## config.mk

```make
export PLATFORM = sky130hd
export DESIGN_NAME = display_scan
export DESIGN_NICKNAME = d
export VERILOG_FILES = /design/src/rtl/display_scan.sv
export SDC_FILE = /design/constraint.sdc
export NUM_CORES = 1
export LEC_CHECK = 0
export CAP_MARGIN = 20
export CORE_ASPECT_RATIO = 2
export CORE_MARGIN = 4
export CORE_UTILIZATION = 45
export DETAILED_ROUTE_END_ITERATION = 10
export GPL_ROUTABILITY_DRIVEN = 0
export PLACE_DENSITY_LB_ADDON = 0.08
export SLEW_MARGIN = 40
export SYNTH_ARGS = -nofsm -noshare
export SYNTH_HDL_FRONTEND = slang
export SYNTH_SLANG_ARGS = --single-unit
export TNS_END_PERCENT = 20
```

## constraint.sdc

```tcl
create_clock -name clk -period 7.24 [get_ports clk]
set_input_delay 1.448 -clock clk [delete_from_list [all_inputs] [get_ports clk]]
set_output_delay 1.448 -clock clk [all_outputs]
set_load 0.02 [all_outputs]
```

## src/rtl/display_scan.sv

```systemverilog
// display_scan: two-digit multiplexed seven-segment scan controller.
// Latency: outputs are registered; each changes on the clk edge that enters a new state.
// Backpressure: none; free-running scan, inputs sampled only on entry to SHOW0.
//
// Optional feature macro: SCAN_BLANK_EN
//   defined   -> SHOW0 -> BLANK0 -> SHOW1 -> BLANK1 (dark gap between digits)
//   undefined -> SHOW0 -> SHOW1 (BLANK parameter only affects counter sizing)
//
// Ports:
//   clk         system clock, rising edge
//   reset       asynchronous, active-high
//   s0, s1      hex values for digit 0 (right) and digit 1 (left)
//   digit       registered hex value for the downstream decoder
//   sel         registered mux select (0 = digit 0, 1 = digit 1)
//   an          registered active-low anode enables (an[0] = digit 0)
//   frame_start registered one-cycle pulse on the first cycle of each new SHOW0
module display_scan #(
  parameter int PERIOD = 24000,
  parameter int BLANK  = 240
) (
  input  logic       clk,
  input  logic       reset,
  input  logic [3:0] s0,
  input  logic [3:0] s1,
  output logic [3:0] digit,
  output logic       sel,
  output logic [1:0] an,
  output logic       frame_start
);

  localparam int MAXLEN = (PERIOD > BLANK) ? PERIOD : BLANK;
  localparam int CW     = $clog2(MAXLEN);

  localparam logic [CW-1:0] SHOW_LOAD = CW'(PERIOD - 1);
`ifdef SCAN_BLANK_EN
  localparam logic [CW-1:0] BLANK_LOAD = CW'(BLANK - 1);
`endif

  typedef enum logic [1:0] {
    SHOW0  = 2'd0,
    BLANK0 = 2'd1,
    SHOW1  = 2'd2,
    BLANK1 = 2'd3
  } state_t;

  state_t        state, state_n;
  logic [CW-1:0] cnt, cnt_n;
  logic [3:0]    sh0, sh1, sh0_n, sh1_n;
  logic [3:0]    digit_n;
  logic          sel_n;
  logic [1:0]    an_n;
  logic          capture;

  always_ff @(posedge clk or posedge reset) begin
    if (reset) begin
      state       <= SHOW0;
      cnt         <= SHOW_LOAD;
      sh0         <= 4'h0;
      sh1         <= 4'h0;
      digit       <= 4'h0;
      sel         <= 1'b0;
      an          <= 2'b10;
      frame_start <= 1'b0;
    end else begin
      state       <= state_n;
      cnt         <= cnt_n;
      sh0         <= sh0_n;
      sh1         <= sh1_n;
      digit       <= digit_n;
      sel         <= sel_n;
      an          <= an_n;
      frame_start <= capture;
    end
  end

  // Next state and counter: the counter runs down to zero, then the state
  // advances and the counter reloads with the length of the new state.
  always_comb begin
    state_n = state;
    cnt_n   = cnt - CW'(1);
    if (cnt == '0) begin
      case (state)
`ifdef SCAN_BLANK_EN
        SHOW0:   state_n = BLANK0;
        BLANK0:  state_n = SHOW1;
        SHOW1:   state_n = BLANK1;
        BLANK1:  state_n = SHOW0;
        default: state_n = SHOW0;
`else
        SHOW0:   state_n = SHOW1;
        SHOW1:   state_n = SHOW0;
        default: state_n = SHOW0;
`endif
      endcase
`ifdef SCAN_BLANK_EN
      cnt_n = (state_n == SHOW0 || state_n == SHOW1) ? SHOW_LOAD : BLANK_LOAD;
`else
      cnt_n = SHOW_LOAD;
`endif
    end
  end

  // Outputs are decoded from the next state so they register on the same
  // edge as the state change. The post-reset SHOW0 is not an "entry", so
  // the first capture happens only at the end of the first frame.
  always_comb begin
    capture = (state_n == SHOW0) && (state != SHOW0);
    sh0_n   = capture ? s0 : sh0;
    sh1_n   = capture ? s1 : sh1;

    an_n  = 2'b11;
    sel_n = 1'b0;
    case (state_n)
      SHOW0:   begin an_n = 2'b10; sel_n = 1'b0; end
      BLANK0:  begin an_n = 2'b11; sel_n = 1'b1; end
      SHOW1:   begin an_n = 2'b01; sel_n = 1'b1; end
      BLANK1:  begin an_n = 2'b11; sel_n = 1'b0; end
      default: begin an_n = 2'b11; sel_n = 1'b0; end
    endcase

    digit_n = sel_n ? sh1_n : sh0_n;
  end

endmodule

```

==> qor.yml, run 1 <==
outcome: "finished, final reports clean"
cap_violations: 0
finalWirelength_mm: 2.66
synthesis.area_sq_um: 1470
r2r_start: "cnt[0]"
cts_setup_buffers: 0
grt_max_degree: 34
worst_slack_ps: 4130
synth_warnings: 0
grt_pass1_wl_mm: 4.75
tightest_slew_ps: 759
seq_area_frac_synth_pct: 57.2
cp.required_ps: 7400
gr-usage-all-layers_pct: 14.5
firstDrtPassIters: 4
cts_buffers: 5
antenna_found_initial: 0
ios: 18
core_area_sq_um: 3160
n_fill_cell: 288
setup_viol: 0
vias: 998
nNetsFinal: 154
crit_chain: "inv_1 > ha_1 > nor4b_1 > nand4_1 > nand2_1 > ha_1 > o21ai_1 > mux2_2 > mux2_2"
drive_gt1_share_pct: 24.8
route.met2.wl_mm: 1.46
ff2ff_path_depth: 9
crit_end: "digit[3]"
reg2reg_slack_ps: 4130
grt_overflow: 0
cts_max_path_buffers: 2
cts.root.buffer_cell: "clkbuf_8"
ys_ff_latch: 33
powerDensity_nw_per_um2: 192
hold_buffers: 0
drc: 0
ir_drop_mv: 0.161
avgSynthCellArea_sq_um: 12.3
drt-initial-drc-count: 20
cp-start-kind: "register"
final_cell_mix: "dfrtp_1 (20), clkdlybuf4s50_1 (17), mux2_2 (14)"
cp.arrival_ps: 3270
finalMaxSlewViolations: 0
cp_top_family: "simple AND/OR/NAND/NOR gates"
slowest_stage: "nand4_1"
rsz0062_at_grt: "no"
postCtsResizedCells: 0
dpl_worst_slack_ps: 4070
worst-path-stages: 9
r2r_end: "digit[3]"
synth_cell_types: 33
tns_ps: 0
cp-end-kind: "register"
drt-met1-wl_microns: 958
die_area_sq_um: 4300
period_share_pct: 43.0
die_width_microns: 48.4
path_buf_inv: 1
diodes: 0
worst-setup-path-type: "reg2reg"
highest_layer: "met4"
clock_sinks: 33
slowest_delay_ps: 540
die_h_microns: 88.9
hp-class: "reg2reg"
path_clk_slew_ps: 60
cellLeakagePower_nw: 0.742
grt_pass1_vias: 1046
row_count: 29
wl_per_cell_microns: 15.5
htreeDepth: 2
ant_nets: 0
finClkSkew_ps: 6.22
startpoint: "cnt[0]"
portBuffers: 17
clk_latency_ps: 280
dp_hpwl_mm: 1.96
syn_nets: 134
cts_tree: "done"
crit_fanout: 12
final_common_cell: "dfrtp_1"
area_growth_pct: 18.3
drt-vias-per-instance: 5.80
syn-instance-count: 120
fin_crit_ps: 3110
finalHoldViolCount: 0
wl_met3_microns: 130
fmax_mhz: 321
initial_utilization_pct: 46.6
slew-limit-headroom_pct: 49.0
==> worst register-to-register path: cells and delay by family (launching register included) <==
kind                     cells  cell delay (ps)
AND/OR/NAND/NOR              3             1310
AO/OA/AOI/OAI                1              250
buffers and inverters        1               70
multiplexers                 2              630
adder cells (fa/ha/maj)      2              350
flip-flops                   1              380
==> through the flow <==
step	instances	area, sq um	hold WS, ps	util [%]	power, W
final	172	1740	474	55.1	0.000333
after global routing	172	1740	499	55.1	0.000349
after CTS	172	1740	474	55.1	0.000341
after detailed placement	164	1660	459	52.6	0.000209
after global placement	164	1660	452	52.6	0.000208
after floorplan	120	1470	440	-	0.000199
==> power by group <==
part	internal [W]	switching [W]	total, W
registers	0.000188	0.000000759	0.000189
logic	0.00000892	0.00000708	0.0000160
clock network	0.0000682	0.0000604	0.000129
==> cells by family (layout without fill, tap and decap cells) <==
logic type	after synthesis	after routing	share of synthesized area, %
multiplexers	15	15	11.4
buffers and inverters	12	33	3.66
XOR/XNOR	2	2	1.19
adder cells (fa/ha/maj)	4	4	3.40
AO/OA/AOI/OAI	18	18	8.33
AND/OR/NAND/NOR	36	36	14.8
flip-flops	33	33	57.2
==> layer usage <==
layer,GRT usage [%],up-vias
met5,0,-
met4,11.1,0
met3,4.05,9
met2,24.9,20
met1,14.6,486
li1,-,483
==> state kept, by name (all words and copies together) (netlist names) <==
| signal | count |
|---|---|
| cnt | 15 |
| digit | 4 |
| sh0 | 4 |
| sh1 | 4 |
| an | 2 |
| state | 2 |
| frame_start | 1 |
| sel | 1 |
==> Yosys cell counts <==
master / count / area [sq um]
mux2_2: 14 / 158
and2_1: 1 / 6.26
o211ai_1: 2 / 15.0
o21ai_0: 2 / 10.0
dfstp_2: 13 / 342
nand4_1: 2 / 12.5
or4_1: 6 / 45.0
nor3_1: 2 / 10.0
or3b_1: 1 / 8.76
nor3b_1: 1 / 7.51
nand2_1: 6 / 22.5
nor2_1: 4 / 15.0
and4_1: 2 / 17.5
dfrtp_1: 20 / 500
a211oi_1: 1 / 7.51
nor4b_1: 1 / 8.76
xnor2_1: 2 / 17.5
buf_6: 1 / 11.3
a41o_1: 1 / 10.0
inv_1: 7 / 26.3
o21ai_1: 1 / 5.00
nor4_1: 2 / 12.5
and3_1: 1 / 6.26
o41ai_1: 2 / 17.5
buf_2: 1 / 5.00
or3_2: 1 / 7.51
nand3_1: 5 / 25.0
a21oi_1: 4 / 20.0
clkbuf_1: 3 / 11.3
ha_1: 4 / 50.1
mux2i_1: 1 / 10.0
o31ai_1: 5 / 37.5
nor4_2: 1 / 12.5
==> area by class of cell <==
| class | instances | area [sq um] | share of cell area, % |
|---|---|---|---|
| clock buffer | 8 | 80.1 | 4.60 |
| inverter | 7 | 26.3 | 1.51 |
| multi-input combinational | 75 | 576 | 33.1 |
| sequential | 33 | 842 | 48.4 |
| tap | 31 | 38.8 | 2.23 |
| timing repair buffer | 18 | 178 | 10.2 |
==> how the worst min path moves through the flow <==
stage               endpoint  startpoint  depth (start not counted)
finish                cnt[0]      cnt[0]                          1
CTS                   cnt[0]      cnt[0]                          1
global route          cnt[0]      cnt[0]                          1
floorplan             cnt[0]      cnt[0]                          1
detailed placement    cnt[0]      cnt[0]                          1
global placement      cnt[0]      cnt[0]                          1
No activity file was read; power rests on OpenSTA's default activity.
==> run 2, diff against run 1 <==
Clock period 7.24 ns to 2.9 ns, I/O delays scaled along.
==> run 2 against run 1 <==
Against the previous run: final cell count is 2.3% higher; die area stayed put; combinational power grew to 2.5 times the previous value; clock skew is 1.1 ps lower; worst setup slack worse by 3800 ps; clock power grew to 2.7 times the previous value; routed wire length is 1.5% higher; via count is 1.1% lower; worst hold slack worse by 0.75 ps; critical path depth is 2 higher; maximum frequency is 21% higher; core utilization is 1.4 points higher; largest power group unchanged.
==> qor.yml, run 2 (synthesized netlist as in run 1, its figures left out) <==
largest_reg_flops: 15  # unchanged
finClkSkew_ps: 5.11  # -1.11 ps
drc: 0  # unchanged
rsz0062_at_grt: "no"
powerDensity_nw_per_um2: 478  # +150%
wl_per_cell_microns: 15.4  # -0.80%
final_cell_mix: "dfrtp_1 (20), clkdlybuf4s50_1 (17), mux2_2 (14)"
drt-initial-drc-count: 12  # -40%
cp.arrival_ps: 2730  # -540 ps
nNetsFinal: 159  # +3.2%
drive_gt1_share_pct: 28.3  # +3.5 points
placed_area_sq_um: 1700  # +2.3%
path_clk_slew_ps: 60  # about the same
drt-vias-per-instance: 5.61  # -3.3%
hp-class: "reg2reg"
slowest_stage: "dfstp_2"
finalMaxSlewViolations: 0  # unchanged
tns_ps: 0  # unchanged
postCtsResizedCells: 0  # unchanged
tightest_slew_ps: 795  # +35.7 ps
area_growth_pct: 21.3
grt_pass1_wl_mm: 4.82  # +1.5%
n_fill_cell: 272  # -5.6%
worst-setup-path-type: "reg2reg"
die_width_microns: 48.4  # unchanged
cts.root.buffer_cell: "clkbuf_8"
clock_sinks: 33  # unchanged
row_count: 29  # unchanged
period_share_pct: 88.3  # +45 points
outcome: "finished, final reports clean"
firstDrtPassIters: 4  # unchanged
cts_tree: "done"
core_area_sq_um: 3160  # unchanged
grt_pass1_vias: 1055  # +0.86%
htreeDepth: 2  # unchanged
ios: 18  # unchanged
cts_buffers: 5  # unchanged
die_area_sq_um: 4300  # unchanged
finalHoldViolCount: 0  # unchanged
vias: 987  # -1.1%
cp-end-kind: "register"
cellLeakagePower_nw: 0.771  # +4.0%
slew-limit-headroom_pct: 46.9  # -2.1 points
antenna_found_initial: 0  # unchanged
cp-start-kind: "register"
cap_violations: 0  # unchanged
fmax_mhz: 390  # +21%
hold_buffers: 0  # unchanged
ant_nets: 0  # unchanged
grt_max_degree: 34  # unchanged
crit_chain: "inv_1 > ha_1 > nor4b_1 > buf_4 > nand4_1 > mux2i_1 > ha_1 > o21ai_1 > buf_4 > mux2_2 > mux2_2"
diodes: 0  # unchanged
fin_crit_ps: 2560  # -550 ps
die_h_microns: 88.9  # unchanged
cts_setup_buffers: 0  # unchanged
portBuffers: 17  # unchanged
cts_max_path_buffers: 2  # unchanged
grt_overflow: 0  # unchanged
slowest_delay_ps: 390  # -150 ps
finalWirelength_mm: 2.70  # +1.5%
initial_utilization_pct: 46.6  # unchanged
regMostFlops: "cnt"
crit_fanout: 9  # -3
dp_hpwl_mm: 1.98  # +0.84%
design_area_sq_um: 1780  # +2.5%
gr-usage-all-layers_pct: 15.0  # +0.43 points
setup_viol: 0  # unchanged
final_common_cell: "dfrtp_1"
clk_latency_ps: 280  # about the same
ir_drop_mv: 0.404  # +150%
cp.required_ps: 3060  # -4340 ps
[run 2: changes by cell type in the layout (fill, tap and decap cells not counted)]
cell,change
clkbuf_1,-2
clkbuf_8,+1
buf_4,+5
[run 2: path summary, 6_finish.rpt]
check	endpoint	cells past startpoint	start	slack (ps)
max in group asynchronous	cnt[1]	3	reset	1880
min in group asynchronous	cnt[13]	3	reset	690
worst max-delay path	digit[3]	11	cnt[0]	340
worst max register to register	digit[3]	11	cnt[0]	340
worst min register to register	cnt[0]	1	cnt[0]	470
worst min-delay path	cnt[0]	1	cnt[0]	470
[run 2: per-stage QoR]
step                setup slack, ps  power, W  std cells  hold slack, ps  utilization [%]
global placement                358  0.000520        169             451             53.8
detailed placement              348  0.000521        169             456             53.8
finish                          339  0.000853        176             473             56.5
floorplan                       176  0.000498        120             440                -
CTS                             305  0.000870        176             477             56.5
global route                   77.3  0.000896        176             496             56.5
[run 2: area by class of cell]
| type | count | area, sq um | share of cell area [%] |
|---|---|---|---|
| inverters | 7 | 26.3 | 1.47 |
| repair buffers | 23 | 215 | 12.1 |
| multi-input cells | 75 | 576 | 32.3 |
| well taps | 31 | 38.8 | 2.17 |
| clock buffers | 7 | 86.3 | 4.84 |
| flip-flops and latches | 33 | 842 | 47.2 |
[run 2: routing by layer]
layer	vias to the layer above	GRT usage, %	routed length [microns]
li1	486	-	-
met1	468	15.6	984
met2	22	24.6	1460
met3	11	4.22	134
met4	0	12.1	122
met5	-	0	0
[run 2: worst max-delay path, delay by kind of cell (launching register included)]
kind | cells | cell delay (ps)
adders and majority gates | 2 | 350
and+or+nand+nor | 2 | 400
buffers and inverters | 3 | 430
muxes | 3 | 800
AOI/OAI and AO/OA | 1 | 80
DFF | 1 | 390
[run 2: power by group]
group	total, W	switching [W]	internal (W)
Combinational	0.0000400	0.0000177	0.0000223
Clock	0.000342	0.000154	0.000188
Sequential	0.000472	0.00000191	0.000470
Total	0.000853	0.000173	0.000680
==> run 3, diff against run 2 <==
Settings changed: CORE_MARGIN 4 to unset, TNS_END_PERCENT 20 to unset.
==> run 3 against run 2 <==
Against the previous run: sequential cell count unchanged; clock skew up 0.68 ps; largest cell class unchanged; critical endpoint is now digit[2]; total power up 0.53%; critical path type unchanged; core utilization unchanged; combinational power about the same.
==> qor.yml, run 3 (synthesized netlist as in run 1, its figures left out) <==
row_count: 29  # unchanged
whs_path_depth: 1  # unchanged
initial_utilization_pct: 46.6  # unchanged
crit_fanout: 9  # unchanged
grt_pass1_vias: 1095  # +3.8%
dpl_worst_slack_ps: 272  # -76.0 ps
tightest_slew_ps: 813  # +18.3 ps
die_area_sq_um: 3520  # -18%
regMostFlops: "cnt"
slowest_stage: "dfstp_2"
rsz0062_at_grt: "no"
power_w: 0.000858  # +0.53%
cp-start-kind: "register"
fin_crit_ps: 2610  # +46.1 ps
ff2ff_path_depth: 11  # unchanged
clock_sinks: 33  # unchanged
ios: 18  # unchanged
cellLeakagePower_nw: 0.771  # unchanged
design_area_sq_um: 1780  # unchanged
wl_per_cell_microns: 15.3  # -0.63%
nNetsFinal: 159  # unchanged
firstDrtPassIters: 4  # unchanged
hp-start: "cnt[0]"
final_cell_mix: "dfrtp_1 (20), clkdlybuf4s50_1 (17), mux2_2 (14)"
ir_drop_mv: 0.350  # -13%
postCtsResizedCells: 0  # unchanged
die_width_microns: 42.4  # -12%
setup_viol: 0  # unchanged
drive_gt1_share_pct: 28.3  # unchanged
drc: 0  # unchanged
slowest_delay_ps: 380  # about the same
r2r_start: "cnt[0]"
slew-limit-headroom_pct: 45.7  # -1.2 points
dp_hpwl_mm: 1.94  # -1.8%
path_buf_inv: 3  # unchanged
fmax_mhz: 384  # -1.8%
drt-vias-per-instance: 5.92  # +5.6%
cp-end-kind: "register"
grt_overflow: 0  # unchanged
placed_area_sq_um: 1700  # unchanged
grt_pass1_wl_mm: 4.73  # -2.0%
finalHoldViolCount: 0  # unchanged
cap_violations: 0  # unchanged
cp_top_family: "multiplexers"
r2r_end: "digit[2]"
die_h_microns: 82.9  # -6.8%
final_common_cell: "dfrtp_1"
cts_max_path_buffers: 2  # unchanged
tns_ps: 0  # unchanged
cp.required_ps: 3070  # about the same
drt-initial-drc-count: 11  # -1
hold_buffers: 0  # unchanged
path_clk_slew_ps: 60  # about the same
gr-usage-met3_pct: 5.22  # +1.0 points
finClkSkew_ps: 5.80  # +0.683 ps
area_growth_pct: 21.3  # unchanged
cts_buffers: 5  # unchanged
use_met2_pct: 29.9  # +5.3 points
diodes: 0  # unchanged
cts_tree: "done"
holdWs_ps: 469  # -4.37 ps
holdPathEnd: "cnt[0]"
use_met1_pct: 18.0  # +2.4 points
portBuffers: 17  # unchanged
worst-setup-path-type: "reg2reg"
htreeDepth: 2  # unchanged
gr-usage-all-layers_pct: 18.0  # +3.1 points
cts.root.buffer_cell: "clkbuf_8"
vias: 1042  # +5.6%
reg2reg_slack_ps: 290  # -50 ps
cp.arrival_ps: 2780  # +50 ps
powerDensity_nw_per_um2: 481  # +0.53%
ant_nets: 0  # unchanged
finalWirelength_mm: 2.69  # -0.63%
antenna_found_initial: 0  # unchanged
grt_max_degree: 34  # unchanged
clk_latency_ps: 290  # about the same
core_area_sq_um: 3160  # unchanged
finalMaxSlewViolations: 0  # unchanged
worst_slack_ps: 293  # -46.1 ps
outcome: "finished, final reports clean"
period_share_pct: 89.9  # +1.6 points
cts_setup_buffers: 0  # unchanged
grt.busiest_layer: "met2"
largest_reg_flops: 15  # unchanged
crit_chain: "inv_1 > ha_1 > nor4b_1 > buf_4 > nand4_1 > mux2i_1 > ha_1 > o21ai_1 > buf_4 > mux2_2 > mux2_2"
hp-class: "reg2reg"
## run 3: how the worst max path moves through the flow
| stage | from | endpoint | slack (ps) | cells after the start |
|---|---|---|---|---|
| global route | cnt[0] | digit[2] | 110 | 11 |
| floorplan | cnt[0] | digit[0] | 180 | 10 |
| detailed placement | cnt[0] | digit[2] | 270 | 11 |
| global placement | cnt[0] | digit[0] | 350 | 11 |
| CTS | cnt[0] | digit[2] | 250 | 11 |
| finish | cnt[0] | digit[2] | 290 | 11 |
## run 3: cell type report
type | instances | area, sq um
flip-flops and latches | 33 | 842
clock buffers | 7 | 86.3
multi-input cells | 75 | 576
well taps | 31 | 38.8
fillers | 279 | 1370
repair buffers | 23 | 215
inverters | 7 | 26.3
## run 3: through the flow
| stage | utilization (%) | instances |
|---|---|---|
| after global placement | 53.8 | 169 |
| after floorplan | - | 120 |
| after CTS | 56.5 | 176 |
| after global routing | 56.5 | 176 |
| final | 56.5 | 176 |
| after detailed placement | 53.8 | 169 |
## run 3: per-layer routing
layer  up-vias  routed length, microns
met4         0                     143
met3        12                     103
met5         -                       0
met2        24                    1460
li1        488                       -
met1       518                     975
## run 3: report_power, final
group | total [W] | switching (W) | internal (W)
Clock | 0.000346 | 0.000158 | 0.000188
Sequential | 0.000472 | 0.00000208 | 0.000470
Combinational | 0.0000400 | 0.0000177 | 0.0000223
